File: config.mk
export PLATFORM = sky130hd
export DESIGN_NAME = fizzbuzz_gen
export DESIGN_NICKNAME = d
export VERILOG_FILES = /design/src/rtl/fizzbuzz_gen.sv
export SDC_FILE = /design/constraint.sdc
export NUM_CORES = 1
export LEC_CHECK = 0
export BUFFER_PORTS_ARGS = -buffer_cell sky130_fd_sc_hd__buf_4
export CORE_UTILIZATION = 55
export CTS_CLUSTER_SIZE = 12
export DETAILED_ROUTE_END_ITERATION = 8
export PLACE_DENSITY = 0.87
export SLEW_MARGIN = 20
export SYNTH_ARGS = -nofsm -noshare
export SYNTH_HDL_FRONTEND = slang
export SYNTH_SLANG_ARGS = --single-unit
File: constraint.sdc
create_clock -name clk -period 4.8 [get_ports clk]
set_input_delay 0.48 -clock clk [delete_from_list [all_inputs] [get_ports clk]]
set_output_delay 0.48 -clock clk [all_outputs]
set_load 0.02 [all_outputs]
File: src/rtl/fizzbuzz_gen.sv
// fizzbuzz_gen: walks 1..LIMIT on a start pulse and streams each value with
// fizz (n%3==0) and buzz (n%5==0) flags on a valid/ready handshake.
// Ports: clk, rst_n (sync, active-low), start, busy, done,
//        out_valid/out_ready/out_value/out_fizz/out_buzz stream,
//        fizzbuzz_count (only when FIZZBUZZ_GEN_STATS_EN is defined).
// Divisibility comes from wrap-around mod-3/mod-5 counters, not dividers.
module fizzbuzz_gen #(
  parameter int WIDTH = 8,
  parameter int LIMIT = 100
) (
  input  logic             clk,
  input  logic             rst_n,
  input  logic             start,
  output logic             busy,
  output logic             done,
  output logic             out_valid,
  input  logic             out_ready,
  output logic [WIDTH-1:0] out_value,
  output logic             out_fizz,
  output logic             out_buzz
`ifdef FIZZBUZZ_GEN_STATS_EN
  ,
  output logic [WIDTH-1:0] fizzbuzz_count
`endif
);

  if (LIMIT < 1 || longint'(LIMIT) > ((64'd1 << WIDTH) - 64'd1)) begin : g_bad_limit
    $error("fizzbuzz_gen: LIMIT out of range for WIDTH");
  end

  localparam logic [1:0] S_IDLE = 2'd0;
  localparam logic [1:0] S_RUN  = 2'd1;
  localparam logic [1:0] S_DONE = 2'd2;

  localparam logic [WIDTH-1:0] LIM = WIDTH'(LIMIT);
  localparam logic [WIDTH-1:0] ONE = {{(WIDTH-1){1'b0}}, 1'b1};

  logic [1:0]       state;
  logic [WIDTH-1:0] n;
  logic [1:0]       mod3;
  logic [2:0]       mod5;
  logic             xfer;
  logic             last;

  assign out_valid = (state == S_RUN);
  assign busy      = out_valid;
  assign done      = (state == S_DONE);
  assign out_value = n;
  // Gated by valid so the flags read 0 at reset (counters are 0 there).
  assign out_fizz  = out_valid && (mod3 == 2'd0);
  assign out_buzz  = out_valid && (mod5 == 3'd0);
  assign xfer      = out_valid && out_ready;
  assign last      = (n == LIM);

  always_ff @(posedge clk) begin
    if (!rst_n) begin
      state <= S_IDLE;
      n     <= '0;
      mod3  <= 2'd0;
      mod5  <= 3'd0;
    end else begin
      case (state)
        S_IDLE: begin
          if (start) begin
            state <= S_RUN;
            n     <= ONE;
            mod3  <= 2'd1;
            mod5  <= 3'd1;
          end
        end
        S_RUN: begin
          if (xfer) begin
            if (last) begin
              state <= S_DONE;
            end else begin
              n    <= n + ONE;
              mod3 <= (mod3 == 2'd2) ? 2'd0 : mod3 + 2'd1;
              mod5 <= (mod5 == 3'd4) ? 3'd0 : mod5 + 3'd1;
            end
          end
        end
        S_DONE: state <= S_IDLE;
        default: state <= S_IDLE;
      endcase
    end
  end

`ifdef FIZZBUZZ_GEN_STATS_EN
  // Cleared by an accepted start, saturates at all-ones.
  always_ff @(posedge clk) begin
    if (!rst_n) begin
      fizzbuzz_count <= '0;
    end else if (state == S_IDLE && start) begin
      fizzbuzz_count <= '0;
    end else if (xfer && out_fizz && out_buzz && fizzbuzz_count != '1) begin
      fizzbuzz_count <= fizzbuzz_count + ONE;
    end
  end
`endif

endmodule

==> flow_summary_export.csv <==
group,metric,value,unit
clocking,cts_buffers,3,
setup_path,cp-start-kind,"register",
floorplanning,initial_core_util,0.606,
route,drc,0,
setup_path,required,4.32,ns
clocking,ctsLongestPathBuffers,2,
synth,yosysTopAreaCell,"dfxtp_1",
floorplanning,rows,13,
power,totalPowerFinal,238,µW
min_path,hp-class,"in -> reg",
floorplanning,die_area,1630,µm²
timing,period_minus_slack,2.16,ns
synth,syn_area,808,µm²
route,route.vias.total,762,
route,drtIter0Drc,36,
floorplanning,die_h,40.3,µm
global_route,antenna_found_initial,0,
timing,skew,0.00223,ns
route,vias_per_cell,6.15,
route,wl_per_cell,13.1,µm
clocking,htreeDepth,1,
setup_path,path_class,"reg -> out",
setup_path,end_kind,"primary output",
synth,ys_warn_count,0,
placement,port_buffers,16,
clocking,cts_tree,"done",
timing,finalSetupViolCount,0,
final_layout,antenna_cells,0,
synth,post-synth-top-area-fraction,0.372,
timing,finalMaxSlewViolations,0,
floorplanning,ios,17,
setup_path,crit_chain,"nor2b_1 > nor3b_1 > buf_4",
final_layout,layout-drive-gt1-share,0.211,
global_route,grt_pass1_wl,2570,µm
synth,yosysMostFrequentCell,"dfxtp_1",
clocking,path_clk_slew,0.08,ns
timing,slew_headroom,0.672,
final_layout,fin_nets,118,
synth,async_flop_share,0,
synth,synthCells,94,
floorplanning,die_w,40.3,µm
synth,yosysSeqAreaShare,0.372,
power,ir_worst_vdd,168,µV
synth,synth_area_leaders,"dfxtp_1 37%, ha_1 6.2%, nor2b_1 5.4%",
global_route,first_global_vias,592,
setup_path,crit_arrival,1.68,ns
global_route,grt_overflow,0,
timing,timing.hold.ws,0.486,ns
final_layout,syn_to_final_growth,17.6,%
timing,final_hold_viol_count,0,
route,wl,1620,µm
setup_path,cp_max_fo,14,
power,p_leak,0.364,nW
synth,syn_nets,102,
timing,min_period_over_period,0.450,
synth,ys_types,31,
synth,syn_avg_cell_area,8.60,µm²
synth,synth_enable_flop_cells,0,
synth,ys_ff_latch,15,
clocking,ctsResizeCount,0,
clocking,cts_setup_buffers,0,
power,power_density,250,nW/µm²
setup_path,slowest_delay,0.58,ns
timing,timing.setup.tns,0,ns
clocking,clk_latency,0.27,ns
clocking,numClockSinks,15,
timing,rsz0062_at_grt,"false",
setup_path,rrSetupSlack,2.64,ns
route,route.antenna.remaining_nets,0,
setup_path,critPathSlowestCell,"dfxtp_1",
run_status,status,"finished, final reports clean",
global_route,grt_max_degree,21,
clocking,cts_hold_buf,0,
placement,dp_hpwl,1190,µm
floorplanning,coreArea,1330,µm²
timing,timing.fmax,463,MHz
global_route,grtUsageTotal,0.234,
clocking,cts_root_buffer,"clkbuf_4",
timing,tightestPinTransition,0.492,ns
job,cap_violations,0,
route,first_pass_iters,4,
synth,yosys_most_used_dff,"dfxtp_1",
synth,netlist_top_cells_count,"15 x dfxtp_1, 8 x nand3_1, 7 x nand2_1, 7 x nor2b_1, 6 x nand4_1",
placement,routabilityCongestion,0.778,
-- area by class of cell --
class | instances | area (µm²)
Multi-Input combinational cell | 69 | 467
Fill cell | 109 | 383
Sequential cell | 15 | 300
Timing Repair Buffer | 16 | 120
Clock buffer | 4 | 26.3
Inverter | 5 | 18.8
Tap cell | 15 | 18.8
-- cells by family (layout without fill, tap and decap cells) --
group                      count (synthesis)  in the layout  synth area share
DFF                                       15             15             0.372
adders and majority gates                  4              4            0.0619
AOI/OAI and AO/OA                         19             19             0.180
buffers and inverters                     10             25            0.0511
and+or+nand+nor                           46             46             0.336
-- state kept, by name, indices dropped and copies added, names as in the netlist --
signal     flops
state          2
out_value      8
mod3           2
mod5           3
-- final timing paths --
kind	from	endpoint	depth (start not counted)
max	state[0]$_SDFFE_PN0P_	out_fizz	3
min	out_ready	state[1]$_SDFFE_PN0P_	3
max reg2reg	out_value[0]$_SDFFE_PN0P_	out_value[7]$_SDFFE_PN0P_	6
min reg2reg	mod3[1]$_SDFFE_PN0P_	mod3[1]$_SDFFE_PN0P_	2
-- where the power goes --
group | total [mW] | switching (mW) | internal (mW) | leakage (nW)
clock network | 0.0697 | 0.0375 | 0.0322 | 0.0150
logic | 0.0348 | 0.0198 | 0.0150 | 0.227
registers | 0.133 | 0.00516 | 0.128 | 0.122
total | 0.238 | 0.0625 | 0.175 | 0.364
-- cell usage in the layout (no fill, tap or decap), drive strengths merged, types with 2 or more instances in the layout --
cell	synthesis	layout
nand4	6	6
nor2	3	3
or2	2	2
a21oi	3	3
inv	5	5
ha	4	4
nor2b	7	7
nand2	7	7
o21ai	2	2
nor4bb	2	2
nand3	8	8
nand3b	2	2
a22oi	2	2
buf	1	16
o311ai	5	5
clkbuf	4	4
nand2b	3	3
dfxtp	15	15
-- per-stage QoR --
| stage | utilization | cell area [µm²] | setup slack, ns | cells |
|---|---|---|---|---|
| global route | 0.713 | 951 | 2.48 | 124 |
| global placement | 0.693 | 925 | 2.74 | 120 |
| CTS | 0.713 | 951 | 2.62 | 124 |
| finish | 0.713 | 951 | 2.64 | 124 |
| floorplan | - | 808 | 2.78 | 94 |
| detailed placement | 0.693 | 925 | 2.66 | 120 |
-- routing by layer --
layer,routed length (µm),vias to the layer above,GRT usage
met5,0,-,0
met4,14,0,0.100
met3,113,2,0.0500
met2,795,30,0.385
met1,696,350,0.290
li1,-,380,-
-- critical path: cells and delay by family, from the launching register on --
kind                   cells  cell delay (ns)
buffers and inverters      1             0.17
and+or+nand+nor            2             0.65
DFF                        1             0.58
Note: power is estimated with default switching activity, not from simulation.
